## src/rtl/hazard_pkg.sv

```systemverilog
// ---------------------------------------------------------------------------
// hazard_pkg
// Shared definitions for the pipeline hazard controller:
//   state_t   - controller FSM encoding (RUN, STALL, FREEZE)
//   REG_W     - register-specifier width
//   ZERO_REG  - architectural $zero specifier (never a real dependency)
//   is_load_use() - load-use dependency detect between EX load and ID sources
// ---------------------------------------------------------------------------
package hazard_pkg;

   typedef enum logic [1:0] {
      RUN    = 2'd0,
      STALL  = 2'd1,
      FREEZE = 2'd2
   } state_t;

   localparam int                REG_W    = 5;
   localparam logic [REG_W-1:0]  ZERO_REG = 5'd0;

   // A load writing $zero produces nothing, so it can never cause a hazard.
   // rt only counts as a source when the ID instruction actually reads it.
   function automatic logic is_load_use(
      input logic             mem_read,
      input logic [REG_W-1:0] ex_rt,
      input logic [REG_W-1:0] id_rs,
      input logic [REG_W-1:0] id_rt,
      input logic             uses_rt
   );
      is_load_use = mem_read && (ex_rt != ZERO_REG) &&
                    ((ex_rt == id_rs) || (uses_rt && (ex_rt == id_rt)));
   endfunction

endpackage

```

## src/rtl/hazard_ctrl_sat_counter.sv

```systemverilog
// ---------------------------------------------------------------------------
// sat_counter
// Saturating up-counter used for hazard statistics.
//   clock - rising-edge clock
//   reset - synchronous active-high clear (has priority over inc)
//   inc   - count this cycle
//   count - current value; holds at all-ones instead of wrapping
// ---------------------------------------------------------------------------
module sat_counter #(
   parameter int W = 16
) (
   input  logic         clock,
   input  logic         reset,
   input  logic         inc,
   output logic [W-1:0] count
);

   localparam logic [W-1:0] ALL_ONES = {W{1'b1}};
   localparam logic [W-1:0] ONE      = W'(1);

   // Count register: clear on reset, otherwise increment until saturated.
   always_ff @(posedge clock) begin
      if (reset) begin
         count <= {W{1'b0}};
      end else if (inc && (count != ALL_ONES)) begin
         count <= count + ONE;
      end else begin
         count <= count;
      end
   end

endmodule

```

## src/rtl/hazard_ctrl.sv

```systemverilog
// ---------------------------------------------------------------------------
// hazard_ctrl
// Hazard controller for the 5-stage MIPS32 pipeline. Control outputs are a
// combinational function of the current state and inputs, so a hazard is
// acted on in the same cycle it is presented.
//   clock, reset          - clock and synchronous active-high reset
//   id_ex_mem_read/id_ex_rt - load in EX and its destination register
//   if_id_rs/if_id_rt/if_id_uses_rt - source operands of the ID instruction
//   branch_taken          - branch resolved taken in EX
//   jump                  - jump decoded in ID
//   mem_busy              - memory not ready; freeze the whole front end
//   pc_write, if_id_write, if_id_flush, id_ex_bubble - pipeline controls
//   stall_count, flush_count - saturating statistics
// ---------------------------------------------------------------------------
module hazard_ctrl
   import hazard_pkg::*;
#(
   parameter int LOAD_LAT = 1,
   parameter int CNT_W    = 16
) (
   input  logic             clock,
   input  logic             reset,
   input  logic             id_ex_mem_read,
   input  logic [4:0]       id_ex_rt,
   input  logic [4:0]       if_id_rs,
   input  logic [4:0]       if_id_rt,
   input  logic             if_id_uses_rt,
   input  logic             branch_taken,
   input  logic             jump,
   input  logic             mem_busy,
   output logic             pc_write,
   output logic             if_id_write,
   output logic             if_id_flush,
   output logic             id_ex_bubble,
   output logic [CNT_W-1:0] stall_count,
   output logic [CNT_W-1:0] flush_count
);

   // Remaining stall cycles loaded when a multi-cycle load-use stall begins.
   localparam logic [3:0] LAT_M1 = 4'(LOAD_LAT - 1);

   state_t     state_r;
   state_t     resume_state_r;
   logic [3:0] stall_cnt_r;

   state_t     next_state_s;
   state_t     next_resume_s;
   logic [3:0] next_cnt_s;
   state_t     eval_state_s;
   logic       load_use_s;
   logic       stall_inc_s;

   assign load_use_s = is_load_use(id_ex_mem_read, id_ex_rt, if_id_rs,
                                   if_id_rt, if_id_uses_rt);

   // Output decode and next-state selection for the current cycle.
   always_comb begin
      pc_write      = 1'b0;
      if_id_write   = 1'b0;
      if_id_flush   = 1'b0;
      id_ex_bubble  = 1'b0;
      next_state_s  = state_r;
      next_resume_s = resume_state_r;
      next_cnt_s    = stall_cnt_r;
      // Leaving FREEZE behaves exactly like the interrupted state.
      eval_state_s  = (state_r == FREEZE) ? resume_state_r : state_r;

      if (reset) begin
         if_id_flush  = 1'b1;
         id_ex_bubble = 1'b1;
         next_state_s = RUN;
      end else if (mem_busy) begin
         // All controls low; remember where to resume unless already frozen.
         if (state_r != FREEZE) begin
            next_resume_s = state_r;
         end else begin
            next_resume_s = resume_state_r;
         end
         next_state_s = FREEZE;
      end else begin
         case (eval_state_s)
            RUN: begin
               if (branch_taken) begin
                  // ID holds a wrong-path instruction: squash it regardless.
                  pc_write     = 1'b1;
                  if_id_flush  = 1'b1;
                  id_ex_bubble = 1'b1;
                  next_state_s = RUN;
               end else if (load_use_s) begin
                  id_ex_bubble = 1'b1;
                  if (LOAD_LAT == 1) begin
                     next_state_s = RUN;
                  end else begin
                     next_cnt_s   = LAT_M1;
                     next_state_s = STALL;
                  end
               end else if (jump) begin
                  pc_write     = 1'b1;
                  if_id_flush  = 1'b1;
                  next_state_s = RUN;
               end else begin
                  pc_write     = 1'b1;
                  if_id_write  = 1'b1;
                  next_state_s = RUN;
               end
            end
            STALL: begin
               if (branch_taken) begin
                  pc_write     = 1'b1;
                  if_id_flush  = 1'b1;
                  id_ex_bubble = 1'b1;
                  next_cnt_s   = 4'd0;
                  next_state_s = RUN;
               end else begin
                  id_ex_bubble = 1'b1;
                  next_cnt_s   = stall_cnt_r - 4'd1;
                  if (stall_cnt_r == 4'd1) begin
                     next_state_s = RUN;
                  end else begin
                     next_state_s = STALL;
                  end
               end
            end
            default: begin
               // Unreachable encoding: squash and recover to RUN.
               if_id_flush  = 1'b1;
               id_ex_bubble = 1'b1;
               next_cnt_s   = 4'd0;
               next_state_s = RUN;
            end
         endcase
      end
   end

   // FSM state, resume target and stall countdown registers.
   always_ff @(posedge clock) begin
      if (reset) begin
         state_r        <= RUN;
         resume_state_r <= RUN;
         stall_cnt_r    <= 4'd0;
      end else begin
         state_r        <= next_state_s;
         resume_state_r <= next_resume_s;
         stall_cnt_r    <= next_cnt_s;
      end
   end

   assign stall_inc_s = ~pc_write;

   sat_counter #(.W(CNT_W)) u_stall_stat (
      .clock (clock),
      .reset (reset),
      .inc   (stall_inc_s),
      .count (stall_count)
   );

   sat_counter #(.W(CNT_W)) u_flush_stat (
      .clock (clock),
      .reset (reset),
      .inc   (if_id_flush),
      .count (flush_count)
   );

endmodule

```

## config.mk

```make
export PLATFORM = sky130hd
export DESIGN_NAME = hazard_ctrl
export DESIGN_NICKNAME = d
export VERILOG_FILES = /design/src/rtl/hazard_pkg.sv /design/src/rtl/hazard_ctrl_sat_counter.sv /design/src/rtl/hazard_ctrl.sv
export SDC_FILE = /design/constraint.sdc
export NUM_CORES = 1
export LEC_CHECK = 0
export ABC_AREA = 1
export BUFFER_PORTS_ARGS = -buffer_cell sky130_fd_sc_hd__buf_2
export CAP_MARGIN = 25
export CORE_MARGIN = 8
export CORE_UTILIZATION = 52
export DETAILED_ROUTE_END_ITERATION = 7
export PLACE_DENSITY = 0.82
export SLEW_MARGIN = 20
export SYNTH_ARGS = -nofsm -noshare
export SYNTH_HDL_FRONTEND = slang
export SYNTH_SLANG_ARGS = --single-unit
```

## constraint.sdc

```tcl
create_clock -name clock -period 2.4 [get_ports clock]
set_clock_uncertainty 0.2 [all_clocks]
set_input_delay 0.48 -clock clock [delete_from_list [all_inputs] [get_ports clock]]
set_output_delay 0.48 -clock clock [all_outputs]
set_load 0.05 [all_outputs]
```

==> metrics.txt <==
# TYPE chip_impl_metric gauge
chip_impl_info{name="result_of_the_run",value="complete, no violations"} 1
chip_impl_info{name="holdCritPathClass",value="input pin to flop"} 1
chip_impl_metric{name="post_cts.resized_instances",unit=""} 0
chip_impl_metric{name="finalWirelength",unit="mm"} 6.418
chip_impl_metric{name="die_area",unit="um^2"} 7586
chip_impl_metric{name="tritoncts_num_sinks",unit=""} 40
chip_impl_metric{name="synth-async-reset-ratio",unit=""} 0
chip_impl_metric{name="numPortBuffers",unit=""} 57
chip_impl_info{name="synthTopCellsByCount",value="nand2_1 (100), inv_1 (48), dfxtp_1 (40), nor2_1 (39), nand3_1 (32)"} 1
chip_impl_metric{name="p_per_area",unit="nW/um^2"} 431.7
chip_impl_metric{name="drt_pre_antenna_iters",unit=""} 4
chip_impl_metric{name="synth-edff-count",unit=""} 0
chip_impl_metric{name="clockBufferDepth",unit=""} 2
chip_impl_metric{name="power_report.internal_total",unit="mW"} 0.9638
chip_impl_metric{name="vias_in_the_first_global_route",unit=""} 2576
chip_impl_metric{name="report.final.hold_viol_count",unit=""} 0
chip_impl_metric{name="routed_wire_length_per_instance",unit="um"} 12.13
chip_impl_info{name="cp-end-kind",value="output pin"} 1
chip_impl_metric{name="detail_route.iter0.violations",unit=""} 74
chip_impl_metric{name="worst_relative_slew_slack",unit=""} 0.7425
chip_impl_metric{name="power.sequential.fraction",unit=""} 0.507
chip_impl_info{name="critical_path.startpoint_type",value="input pin"} 1
chip_impl_metric{name="synth_cells",unit=""} 393
chip_impl_metric{name="irDropWorstVdd",unit="V"} 0.0002719
chip_impl_metric{name="whs_path_depth",unit=""} 2
chip_impl_metric{name="slew_violations",unit=""} 0
chip_impl_metric{name="grt_usage",unit=""} 0.1764
chip_impl_info{name="min_to",value="state_r[1]"} 1
chip_impl_metric{name="finalSetupTns",unit="ns"} 0
chip_impl_metric{name="clock_transition_at_the_registers_of_the_reported_paths",unit="ns"} 0.08
chip_impl_metric{name="num_rows",unit=""} 26
chip_impl_info{name="rsz_0062_raised_after_global_routing",value="no"} 1
chip_impl_metric{name="worst_endpoint_required_time",unit="ns"} 1.72
chip_impl_info{name="hold_start",value="reset"} 1
chip_impl_metric{name="p_sw",unit="mW"} 0.3871
chip_impl_metric{name="leakagePower",unit="nW"} 1.426
chip_impl_metric{name="dp_hpwl",unit="mm"} 4.883
chip_impl_metric{name="synth_area_per_cell",unit="um^2"} 6.689
chip_impl_metric{name="die_w",unit="um"} 87.10
chip_impl_metric{name="die_height",unit="um"} 87.10
chip_impl_metric{name="syn_nets",unit=""} 419
chip_impl_metric{name="yosys_reg_bits",unit=""} 40
chip_impl_metric{name="worstPathMaxFanout",unit=""} 3
chip_impl_info{name="count_leader_synth",value="nand2_1"} 1
chip_impl_info{name="worst_r2r_endpoint",value="u_flush_stat.count[7]"} 1
chip_impl_metric{name="final_core_utilization",unit=""} 0.6287
chip_impl_metric{name="flow.area_growth_from_synthesis",unit="%"} 19.04
chip_impl_metric{name="ios",unit=""} 58
chip_impl_info{name="cts.root.buffer_cell",value="clkbuf_8"} 1
chip_impl_metric{name="drc_errors",unit=""} 0
chip_impl_metric{name="post-route-min-period",unit="ns"} 2.275
chip_impl_metric{name="core_area",unit="um^2"} 4977
chip_impl_metric{name="combinationalPowerShare",unit=""} 0.149
chip_impl_metric{name="worst-endpoint-arrival",unit="ns"} 1.60
chip_impl_metric{name="grt_max_degree",unit=""} 19
chip_impl_info{name="ys.flop_type",value="dfxtp_1"} 1
chip_impl_metric{name="worst_slew_pin_slew",unit="ns"} 0.3841
chip_impl_metric{name="cts_htree_levels",unit=""} 2
chip_impl_metric{name="grt_pass1_wl",unit="mm"} 11.12
chip_impl_metric{name="r2r_cells",unit=""} 9
chip_impl_metric{name="period_utilisation_layout",unit=""} 0.9481
chip_impl_metric{name="initial_utilization",unit=""} 0.5282
chip_impl_metric{name="number_of_antenna_cells_inserted",unit=""} 0
chip_impl_metric{name="routed-via-count",unit=""} 2685
chip_impl_metric{name="routed_via_density",unit=""} 5.076
chip_impl_metric{name="yosysWarnings",unit=""} 0
chip_impl_metric{name="grt_remaining_overflow",unit=""} 0
chip_impl_info{name="clock_tree_from_tritoncts",value="done"} 1
chip_impl_metric{name="layout-drive-gt1-share",unit=""} 0.2244
chip_impl_metric{name="synthDominantCellAreaShare",unit=""} 0.3046
chip_impl_metric{name="placedCellCount",unit=""} 521
chip_impl_metric{name="antenna_found_initial",unit=""} 0
chip_impl_metric{name="synth-seq-area-share",unit=""} 0.3046
chip_impl_info{name="r2r-start",value="u_flush_stat.count[1]"} 1
chip_impl_metric{name="synthDistinctLibCells",unit=""} 32
chip_impl_info{name="synthDominantAreaCellType",value="dfxtp_1"} 1
chip_impl_metric{name="place_congestion",unit=""} 0.9048
chip_impl_info{name="criticalPathCategory",value="input pin to output pin"} 1
chip_impl_metric{name="share_clk_of_total_power",unit=""} 0.344
chip_impl_metric{name="post-route-worst-setup-slack",unit="ns"} 0.1246
chip_impl_metric{name="clock.fmax",unit="GHz"} 0.4395
chip_impl_metric{name="preCtsSetupSlack",unit="ns"} 0.1012
chip_impl_metric{name="postCtsHoldBufs",unit=""} 0
chip_impl_metric{name="postCtsSetupRepairBufs",unit=""} 0
chip_impl_metric{name="number_of_buffers_created_by_cts",unit=""} 5
chip_impl_metric{name="report.final.setup_viol",unit=""} 0
chip_impl_metric{name="final_cell_count_no_fill",unit=""} 529
chip_impl_metric{name="sw_frac_of_total",unit=""} 0.2866
chip_impl_metric{name="fin_nets",unit=""} 484
chip_impl_metric{name="worst_skew_pair.late_latency",unit="ns"} 0.29
chip_impl_metric{name="mappedNetlistArea",unit="um^2"} 2629
chip_impl_metric{name="cap_viol_max_count",unit=""} 0
chip_impl_metric{name="final_antenna_net_count",unit=""} 0
chip_impl_metric{name="timing.reg2reg.setup_slack",unit="ns"} 0.37
chip_impl_info{name="netlist_top_cells_area",value="dfxtp_1 (30%), nand2_1 (14%), xor2_1 (7.3%)"} 1
==> layout by cell type, fill, tap and decap left out <==
master    Yosys  layout
a211oi_1      1       1
a21oi_1      27      27
a21oi_2       7       7
a22oi_1       1       1
a311oi_1      1       1
buf_2         2      56
buf_4         1      11
clkbuf_4      0       1
clkbuf_8      0       6
clkinv_1      1       1
clkinv_2      0       2
dfxtp_1      40      40
ha_1          4       4
inv_1        48      48
inv_2         5       5
nand2_1     100     100
nand2_2       4       4
nand3_1      32      32
nand3_4       1       1
nand3b_1      2       2
nand4_1      17      17
nand4_4       2       2
nor2_1       39      39
nor2_2        1       1
nor3_1       11      10
nor3_2        1       2
nor3_4        3       3
nor4_2        2       2
o21ai_0       5       3
o21ai_1       1       3
xnor2_1       5       5
xor2_1       22      22
==> kinds of logic (layout without fill, tap and decap cells) <==
family / after synthesis / count (layout) / share of synthesized area
AO/OA/AOI/OAI: 43 / 43 / 0.09519
XOR/XNOR: 27 / 27 / 0.08995
adder cells (fa/ha/maj): 4 / 4 / 0.01904
buffers and inverters: 64 / 130 / 0.09805
flip-flops: 40 / 40 / 0.3046
AND/OR/NAND/NOR: 215 / 215 / 0.3931
==> power by group through the flow <==
stage               Combinational (mW)  Sequential, mW  Clock (mW)
floorplan                        0.107           0.731           0
global placement                 0.197           0.700           0
detailed placement               0.200           0.701           0
CTS                              0.201           0.685       0.478
global route                     0.223           0.687       0.509
finish                           0.201           0.685       0.465
==> worst max-delay path, stage by stage <==
cell      delay [ns]
buf_2           0.11
inv_2           0.05
nand2_1         0.05
nand2_1         0.04
nor2_1          0.10
nand3_1         0.08
nand2_1         0.07
nand2_1         0.07
nand2_1         0.12
nand2_1         0.08
nand2_2         0.09
inv_1           0.05
clkbuf_4        0.20
==> sequential cells by signal (all words and copies together), names as in the netlist <==
signal              flops
u_stall_stat.count     16
u_flush_stat.count     16
stall_cnt_r             4
state_r                 2
resume_state_r          2
==> final cells by class <==
type | instances | area, um^2
clock buffer | 6 | 82.58
inverter | 54 | 202.7
multi-input combinational | 289 | 1575
timing repair buffer | 68 | 370.4
fill | 453 | 1848
tap | 70 | 87.58
sequential | 40 | 800.8
clock inverter | 2 | 10.01
==> how the worst max path moves through the flow <==
stage               slack, ns  cells after the start                endpoint             startpoint
finish                   0.12                     13                pc_write            id_ex_rt[1]
CTS                      0.09                     10            id_ex_bubble            id_ex_rt[2]
floorplan                0.02                      9  u_flush_stat.count[10]  u_flush_stat.count[0]
detailed placement       0.10                     10            id_ex_bubble            id_ex_rt[2]
global placement         0.14                     10            id_ex_bubble            id_ex_rt[2]
global route             0.03                     10            id_ex_bubble            id_ex_rt[2]
==> stage by stage <==
step,hold slack [ns],area (um^2),power [mW]
final,0.2498,3129,1.351
after global routing,0.2464,3129,1.419
after CTS,0.2305,3127,1.363
after detailed placement,0.2731,3034,0.9007
after global placement,0.2613,3034,0.8970
after floorplan,0.2494,2634,0.8381
==> metal layers <==
layer	global-route usage	routed length [um]
met1	0.2054	2829
met2	0.3074	3117
met3	0.04434	398
met4	0.05469	73
met5	0	0
Note: power is estimated with default switching activity, not from simulation.
